`src/rtl/vacc_ctrl_pkg.sv`:
```
// Shared types and helpers for the vector-accumulator integration sequencer.
// Holds the sequencer state encoding, the channel-index width helper and the acc_len clamp.
package vacc_ctrl_pkg;

  typedef enum logic [1:0] {
    ST_IDLE      = 2'd0,
    ST_WAIT_SYNC = 2'd1,
    ST_RUN       = 2'd2
  } state_t;

  // acc_len is widened to this many bits before clamping.
  localparam int ACC_LEN_MAX_W = 64;

  function automatic int chan_w(input int n);
    return (n > 1) ? $clog2(n) : 1;
  endfunction

  // A frame count of zero makes no sense for an integration, so it is treated as one.
  function automatic logic [ACC_LEN_MAX_W-1:0] clamp_acc_len(input logic [ACC_LEN_MAX_W-1:0] len);
    return (len == '0) ? ACC_LEN_MAX_W'(1) : len;
  endfunction

endpackage

```
`src/rtl/vacc_dump_gate.sv`:
```
// Dump-side gating for the vector accumulator: counts dump channels, discards the stale
// first dump after arming or realignment, flags the last channel and counts good dumps.
module vacc_dump_gate
  import vacc_ctrl_pkg::*;
#(
  parameter int VECTOR_LEN   = 64,
  parameter int ACC_ID_WIDTH = 32
) (
  input  logic                    clk,
  input  logic                    rst,
  input  logic                    clear,
  input  logic                    realign,
  input  logic                    acc_dout_valid,
  output logic                    dout_valid_gated,
  output logic                    dout_last,
  output logic [ACC_ID_WIDTH-1:0] acc_id
);

  localparam int                CHAN_W    = chan_w(VECTOR_LEN);
  localparam logic [CHAN_W-1:0] CHAN_LAST = CHAN_W'(VECTOR_LEN - 1);
  localparam logic [CHAN_W-1:0] CHAN_ONE  = CHAN_W'(1);

  logic [CHAN_W-1:0]       dump_chan_q;
  logic                    discard_q;
  logic [ACC_ID_WIDTH-1:0] acc_id_q;
  logic                    dump_wrap;

  assign dump_wrap        = acc_dout_valid && (dump_chan_q == CHAN_LAST);
  assign dout_valid_gated = acc_dout_valid & ~discard_q;
  assign dout_last        = dout_valid_gated & (dump_chan_q == CHAN_LAST);
  assign acc_id           = acc_id_q;

  always_ff @(posedge clk or posedge rst) begin
    if (rst) begin
      dump_chan_q <= '0;
      discard_q   <= 1'b1;
      acc_id_q    <= '0;
    end else if (clear) begin
      dump_chan_q <= '0;
      discard_q   <= 1'b1;
      acc_id_q    <= '0;
    end else begin
      if (acc_dout_valid) begin
        dump_chan_q <= dump_wrap ? '0 : dump_chan_q + CHAN_ONE;
      end
      if (dump_wrap && !discard_q) begin
        acc_id_q <= acc_id_q + ACC_ID_WIDTH'(1);
      end
      // A realignment makes whatever the accumulator dumps next stale again.
      if (realign) begin
        discard_q <= 1'b1;
      end else if (dump_wrap) begin
        discard_q <= 1'b0;
      end
    end
  end

endmodule

```
`src/rtl/vacc_ctrl.sv`:
```
// Integration sequencer for the FFT-channel vector accumulator: sync alignment, channel and
// frame tracking, new_acc generation and dump gating. Optional macro: VACC_CTRL_SYNC_CHECK_EN.
module vacc_ctrl
  import vacc_ctrl_pkg::*;
#(
  parameter int VECTOR_LEN    = 64,
  parameter int ACC_LEN_WIDTH = 32,
  parameter int ACC_ID_WIDTH  = 32
) (
  input  logic                           clk,
  input  logic                           rst,
  input  logic                           arm,
  input  logic [ACC_LEN_WIDTH-1:0]       acc_len,
  input  logic                           sync_in,
  input  logic                           din_valid,
  input  logic                           acc_dout_valid,
  output logic                           new_acc,
  output logic                           dout_valid_gated,
  output logic                           dout_last,
  output logic [ACC_ID_WIDTH-1:0]        acc_id,
  output logic [chan_w(VECTOR_LEN)-1:0]  chan_idx,
  output logic [ACC_LEN_WIDTH-1:0]       frame_idx,
  output logic                           busy,
  output logic                           sync_err,
  output logic [1:0]                     state_dbg
);

  // din_valid and acc_dout_valid are single-cycle strobes with no backpressure: every cycle
  // they are high carries one sample; this block never stalls either stream.

  localparam int                       CHAN_W    = chan_w(VECTOR_LEN);
  localparam logic [CHAN_W-1:0]        CHAN_LAST = CHAN_W'(VECTOR_LEN - 1);
  localparam logic [CHAN_W-1:0]        CHAN_ONE  = CHAN_W'(1);
  localparam logic [ACC_LEN_WIDTH-1:0] LEN_ONE   = ACC_LEN_WIDTH'(1);

  state_t                   state_q, state_d;
  logic [CHAN_W-1:0]        chan_q, chan_d;
  logic [ACC_LEN_WIDTH-1:0] frame_q, frame_d;
  logic [ACC_LEN_WIDTH-1:0] acc_len_q, acc_len_d;
  logic [ACC_LEN_WIDTH-1:0] len_clamped;
  logic                     new_acc_q, new_acc_d;
  logic                     resync;
  logic                     realign;

  assign len_clamped = ACC_LEN_WIDTH'(clamp_acc_len(ACC_LEN_MAX_W'(acc_len)));

`ifdef VACC_CTRL_SYNC_CHECK_EN
  logic sync_err_q;

  // A sync landing mid-frame means upstream slipped; realign to it and remember the slip.
  assign resync = sync_in && (chan_q != '0);

  always_ff @(posedge clk or posedge rst) begin
    if (rst) begin
      sync_err_q <= 1'b0;
    end else if (arm) begin
      sync_err_q <= 1'b0;
    end else if ((state_q == ST_RUN) && resync) begin
      sync_err_q <= 1'b1;
    end
  end

  assign sync_err = sync_err_q;
`else
  assign resync   = 1'b0;
  assign sync_err = 1'b0;
`endif

  assign realign = !arm && (state_q == ST_RUN) && resync;

  always_ff @(posedge clk or posedge rst) begin
    if (rst) begin
      state_q   <= ST_IDLE;
      chan_q    <= '0;
      frame_q   <= '0;
      acc_len_q <= LEN_ONE;
      new_acc_q <= 1'b0;
    end else begin
      state_q   <= state_d;
      chan_q    <= chan_d;
      frame_q   <= frame_d;
      acc_len_q <= acc_len_d;
      new_acc_q <= new_acc_d;
    end
  end

  always_comb begin
    state_d   = state_q;
    chan_d    = chan_q;
    frame_d   = frame_q;
    acc_len_d = acc_len_q;
    new_acc_d = 1'b0;

    if (arm) begin
      state_d   = ST_WAIT_SYNC;
      chan_d    = '0;
      frame_d   = '0;
      acc_len_d = len_clamped;
    end else begin
      unique case (state_q)
        ST_IDLE: begin
          state_d = ST_IDLE;
        end
        ST_WAIT_SYNC: begin
          // The sample coincident with sync precedes channel 0 and is not counted.
          if (sync_in) begin
            state_d   = ST_RUN;
            chan_d    = '0;
            frame_d   = '0;
            new_acc_d = 1'b1;
          end
        end
        ST_RUN: begin
          if (resync) begin
            chan_d    = '0;
            frame_d   = '0;
            new_acc_d = 1'b1;
          end else if (din_valid) begin
            if (chan_q == CHAN_LAST) begin
              chan_d = '0;
              // Integration boundary: acc_len is only re-sampled here.
              if (frame_q == acc_len_q - LEN_ONE) begin
                frame_d   = '0;
                new_acc_d = 1'b1;
                acc_len_d = len_clamped;
              end else begin
                frame_d = frame_q + LEN_ONE;
              end
            end else begin
              chan_d = chan_q + CHAN_ONE;
            end
          end
        end
        default: begin
          state_d = ST_IDLE;
        end
      endcase
    end
  end

  vacc_dump_gate #(
    .VECTOR_LEN   (VECTOR_LEN),
    .ACC_ID_WIDTH (ACC_ID_WIDTH)
  ) u_dump_gate (
    .clk              (clk),
    .rst              (rst),
    .clear            (arm),
    .realign          (realign),
    .acc_dout_valid   (acc_dout_valid),
    .dout_valid_gated (dout_valid_gated),
    .dout_last        (dout_last),
    .acc_id           (acc_id)
  );

  assign new_acc   = new_acc_q;
  assign chan_idx  = chan_q;
  assign frame_idx = frame_q;
  assign busy      = (state_q != ST_IDLE);
  assign state_dbg = state_q;

endmodule
```
`config.mk`:
```
export PLATFORM = sky130hd
export DESIGN_NAME = vacc_ctrl
export DESIGN_NICKNAME = d
export VERILOG_FILES = /design/src/rtl/vacc_ctrl_pkg.sv /design/src/rtl/vacc_dump_gate.sv /design/src/rtl/vacc_ctrl.sv
export SDC_FILE = /design/constraint.sdc
export NUM_CORES = 1
export LEC_CHECK = 0
export ABC_AREA = 1
export CAP_MARGIN = 20
export CORE_MARGIN = 10
export CORE_UTILIZATION = 40
export CTS_BUF_LIST = sky130_fd_sc_hd__clkbuf_8
export DETAILED_ROUTE_END_ITERATION = 8
export PLACE_DENSITY = 0.62
export SLEW_MARGIN = 20
export SYNTH_ARGS = -nofsm -noshare
export SYNTH_HDL_FRONTEND = slang
export SYNTH_SLANG_ARGS = --single-unit
export TNS_END_PERCENT = 10
```
`constraint.sdc`:
```
create_clock -name clk -period 11.95 [get_ports clk]
set_clock_uncertainty 0.2 [all_clocks]
set_input_delay 2.39 -clock clk [delete_from_list [all_inputs] [get_ports clk]]
set_output_delay 2.39 -clock clk [all_outputs]
set_load 0.02 [all_outputs]
```
# Yosys cells after proc, flatten, opt, wreduce, memory -nomap -nowiden
# Index checks and enable logic that the tools add are counted.
classes:
  add_sub_neg: 5
  n_eq_ne: 9
  n_mux: 33
  bitwise: 3
  n_reduce_logical: 17
op_table:
  columns: ["cell", "count"]
  rows:
  - ["$mux 32", 13]
  - ["$add 32x1->32 const B", 2]
  - ["$pmux 32 s2", 1]
  - ["$mux 6", 7]
  - ["$eq 32x32->1", 1]
  - ["$logic_not 32->1", 1]
  - ["$sub 32x1->32 const B", 1]
  - ["$reduce_bool 2->1", 8]
  - ["$add 6x1->6 const B", 2]
  - ["$eq 6x6->1 const B", 2]
  - ["$pmux 6 s2", 1]
  - ["$reduce_and 4->1", 2]
  - ["$mux 1", 7]
  - ["$ne 3x3->1 const B", 2]
  - ["$mux 2", 2]
  - ["$pmux 2 s2", 1]
  - ["$ne 3x2->1 const B", 1]
  - ["$reduce_and 3->1", 1]
  - ["$reduce_bool 3->1", 1]
  - ["$and 1x1->1", 2]
  - ["$eq 2x1->1 const B", 1]
  - ["$eq 2x2->1 const B", 1]
  - ["$logic_and 1x1->1", 2]
  - ["$ne 2x2->1 const B", 1]
  - ["4 further kinds", 4]
word_totals:
  register_bits: 112
  in_bits: 38
  output_inout_bits: 77
  wordCells: 75

# Logic depth before layout (Yosys ltp)
depth:
  ltp_word: 7
  ltp_mapped: 17
  depth_no_buf: 16

# Hierarchy
# A second synthesis with hierarchy kept.
unflattened:
  hier_cells: 1076
  hier_area_um2: 7392.1
by_module_without_submodules:
  columns: ["mod", "n_inst", "cells_per_inst", "area_per_inst_um2", "seq_area_each_um2"]
  rows:
  - ["vacc_ctrl", 1, 750, 5111.2, 1828.0]
  - ["vacc_dump_gate", 1, 326, 2280.9, 977.2]

# Worst setup path before layout
# Ideal clock, no wire load.
synth_timing:
  kind: "in2out"
  from: "input acc_dout_valid"
  to: "output dout_last"
  t_arrival_ns: 3.096
  required_ns: 9.360
  slack_ns: 6.264
  path_stages: 3
  n_path_buf: 1
  path_cell_list: "nand4_1 nor2_2 clkbuf_1"
synth_between:
  elab_chain_cells: 2
synth_lines:
  columns: ["item", "line", "source"]
  rows:
  - ["start, declared", "vacc_ctrl.sv:16", "input logic acc_dout_valid,"]
  - ["$and 1x1->1", "vacc_dump_gate.sv:29", "assign dout_valid_gated = acc_dout_valid & ~discard_q;"]
  - ["$and 1x1->1", "vacc_dump_gate.sv:30", "assign dout_last = dout_valid_gated & (dump_chan_q == CHAN_LAST);"]
  - ["end, declared", "vacc_ctrl.sv:19", "output logic dout_last,"]
# No other way between the ends.

# Final worst setup path
# Ends and elaborated chain as after synthesis.

==> flow_metrics.py <==
metrics = {
    "critical_path": {
        "cp.arrival_ns": 4.36,
        "cpMostUsedCell": "clkdlybuf4s50_1",
        "cp_max_fo": 14,
        "cp.required_ns": 9.36,
        "cp_slowest_cell": "clkdlybuf4s50_1",
        "r2r_slack_ns": 7.77,
        "rr_endpoint": "frame_idx[26]$_DFFE_PP0P_",
        "startpoint_type": "input port",
        "worstReg2RegStart": "state_dbg[0]$_DFFE_PP0P_",
        "reg2reg_depth": 12,
        "crit_type": "input port to primary output",
        "cp_slowest_stage_delay_ns": 0.72,
        "path_cells": "clkdlybuf4s50_1 -> nand4_1 -> nor2_2 -> clkdlybuf4s50_1",
        "crit_path_end_kind": "primary output",
    },
    "power": {
        "combPwrFrac_pct": 22.5,
        "power_mw": 0.803,
        "swShare_pct": 34.0,
        "p_clk_share_pct": 27.0,
        "intPower_mw": 0.530,
        "ir_worst_vdd_mv": 0.0542,
        "leakage_nw": 4.06,
        "p_per_area_mw_per_mm2": 88.9,
        "switchingPower_mw": 0.273,
        "seqPwrFrac_pct": 50.5,
    },
    "cts": {
        "root_buffer": "clkbuf_8",
        "cts_resized": 0,
        "clkTransAtPathRegs_ns": 0.11,
        "cts_hold_buf": 0,
        "cts_tree": "yes",
        "cts_buffers": 9,
        "clk_latency_ns": 0.40,
        "postCtsSetupBuffers": 0,
        "clock_path_buffers": 2,
        "clkSinkCount": 112,
        "cts_htree_levels": 3,
    },
    "floorplan": {
        "dieWidth_um": 157,
        "initial_core_util_pct": 40.5,
        "core_sq_mm": 0.0186,
        "die-area_sq_mm": 0.0247,
        "num_rows": 50,
        "die-height_um": 157,
        "io_pins": 115,
    },
    "place": {
        "gp_congestion": 0.929,
        "dpl_cell_area_sq_mm": 0.00885,
        "portBuffers": 113,
        "placed_cells": 1398,
        "dpl.hpwl_um": 17300,
    },
    "global_route": {
        "grt_pass1_wl_um": 36700,
        "grt.overflow.total": 0,
        "antenna_found_initial": 0,
        "track_usage_pct": 18.2,
        "grt_max_degree": 72,
        "first_global_vias": 7021,
    },
    "logic_synthesis": {
        "syn_inst": 1078,
        "synth-seq-cells": 112,
        "synth.top_cells.by_count": "257 x nand2_1, 147 x nor2_1, 112 x inv_1, 110 x dfrtp_1, 92 x nand3_1",
        "synth_area_per_cell_sq_um": 7.00,
        "synth_fp_nets": 1124,
        "netlist_area_sq_mm": 0.00754,
        "synthTopCellsByArea": "dfrtp_1 36%, nand2_1 13%, nor2_1 7.3%, nand3_1 6.1%, inv_1 5.6%",
        "yosysMostFrequentCell": "nand2_1",
        "synth.distinct_cells": 42,
        "synth_seq_area_share_pct": 37.2,
        "synth_ff_type": "dfrtp_1",
        "synth_top_area_cell": "dfrtp_1",
        "async_reset_ff_share_pct": 100,
        "synth_top_area_share_pct": 36.5,
        "yosys_warnings": 0,
        "synth_edf_count": 0,
    },
    "worst_hold_path": {
        "min_path_cells": 2,
        "hold_path_class": "register to register",
        "min_from": "u_dump_gate.discard_q$_DFFE_PP1P_",
        "whs_endpoint": "u_dump_gate.discard_q$_DFFE_PP1P_",
    },
    "finish": {
        "num_antenna_cells": 0,
        "final_cells": 1414,
        "fill_cells": 1910,
        "syn_to_final_growth_pct": 19.7,
        "drive_above_1_share_pct": 4.83,
        "final_nets": 1221,
        "fin_area_sq_mm": 0.00903,
    },
    "timing": {
        "finalCriticalPeriod_ns": 6.95,
        "rsz0062_at_grt": "false",
        "hold_viol": 0,
        "drv_slew": 0,
        "max_freq_mhz": 144,
        "slew_headroom_pct": 27.3,
        "post-route-period-util_pct": 58.2,
        "tightest_slew_ns": 1.09,
        "fin_tns_setup_ns": 0,
        "setup_viol": 0,
    },
    "routing": {
        "drc": 0,
        "first_pass_iters": 5,
        "drtAntennaViolNets": 0,
        "vias": 7481,
        "drt_iter0_drc": 440,
        "vias_per_cell": 5.29,
        "wire_per_inst_um": 16.0,
        "totalWireLength_um": 22600,
    },
    "status": {
        "status": "finished clean",
    },
    "job": {
        "cap_violations": 0,
    },
}
[power groups by stage]
| stage | Combinational [mW] | Clock, mW | Sequential (mW) |
|---|---|---|---|
| floorplan | 0.123 | 0 | 0.412 |
| global placement | 0.179 | 0 | 0.413 |
| detailed placement | 0.180 | 0 | 0.413 |
| CTS | 0.181 | 0.221 | 0.406 |
| global route | 0.205 | 0.238 | 0.407 |
| finish | 0.181 | 0.217 | 0.405 |
[how the worst max path moves through the flow]
stage | start | to | slack [ns] | cells past startpoint
after floorplan | acc_dout_valid | dout_last | 6.26 | 3
after global placement | acc_dout_valid | dout_last | 5.03 | 4
after detailed placement | acc_dout_valid | dout_last | 5.02 | 4
after CTS | acc_dout_valid | dout_last | 5.03 | 4
after global routing | acc_dout_valid | dout_last | 4.88 | 4
final | acc_dout_valid | dout_last | 5.00 | 4
[metal layers]
| layer | up-vias | GRT usage (%) | part of all wire (%) |
|---|---|---|---|
| met4 | 0 | 4.99 | 1.5 |
| met2 | 192 | 27.1 | 42 |
| met3 | 20 | 3.33 | 6.2 |
| li1 | 3776 | - | - |
| met1 | 3493 | 26.4 | 50 |
| met5 | - | 0 | 0 |
[cells by family (layout without fill, tap and decap cells)]
family	count (synthesis)	in the layout	synth area share, %
compound gates	104	104	7.88
xor+xnor	58	58	6.92
fa+ha+maj	8	8	1.33
buf+inv	153	255	8.03
flops	112	112	37.2
other cells	1	1	0.0497
simple gates	642	642	38.6
[sequential cells by signal, summed over array words and instances, names as in the netlist]
signal and flops:
acc_len_q 32, chan_idx 6, frame_idx 32, new_acc 1, state_dbg 2, u_dump_gate.acc_id 32, u_dump_gate.discard_q 1, u_dump_gate.dump_chan_q 6
[layout by cell type (no fill, tap or decap), drive strengths merged, types with 3 or more instances in the layout]
master	instances
ha	8
o21bai	5
nand2	261
nor4	21
xnor2	14
and3	3
dfrtp	110
clkbuf	9
o21ai	37
o31ai	4
o22ai	25
clkinvlp	3
nor2	159
buf	4
nand3b	9
xor2	43
a31oi	3
nor3	33
inv	124
nand4	57
nand3	94
clkdlybuf4s50	113
a21oi	26
[per-stage QoR]
step | util, % | hold WS [ns] | setup slack, ns
2_1_floorplan | - | 0.272 | 6.26
3_3_place_gp | 47.5 | 0.301 | 5.03
3_5_place_dp | 47.5 | 0.300 | 5.02
4_1_cts | 48.4 | 0.315 | 5.03
5_1_grt | 48.4 | 0.333 | 4.88
6_report | 48.4 | 0.318 | 5.00
[final cells by class]
type                            instances  area, sq um  share of cell area [%]
Timing Repair Buffer                  117         1160                    12.9
Tap cell                              234          293                    3.24
Inverter                              122          460                    5.10
Clock buffer                            9          124                    1.37
Clock inverter                          7         48.8                   0.540
Sequential cell                       112         2810                    31.1
Multi-Input combinational cell        813         4140                    45.8
[worst max-delay path, delay by kind of cell]
family	cells	cell delay, ns
buffers and inverters	2	1.28
AND/OR/NAND/NOR	2	0.68
No activity file was read; power rests on OpenSTA's default activity.
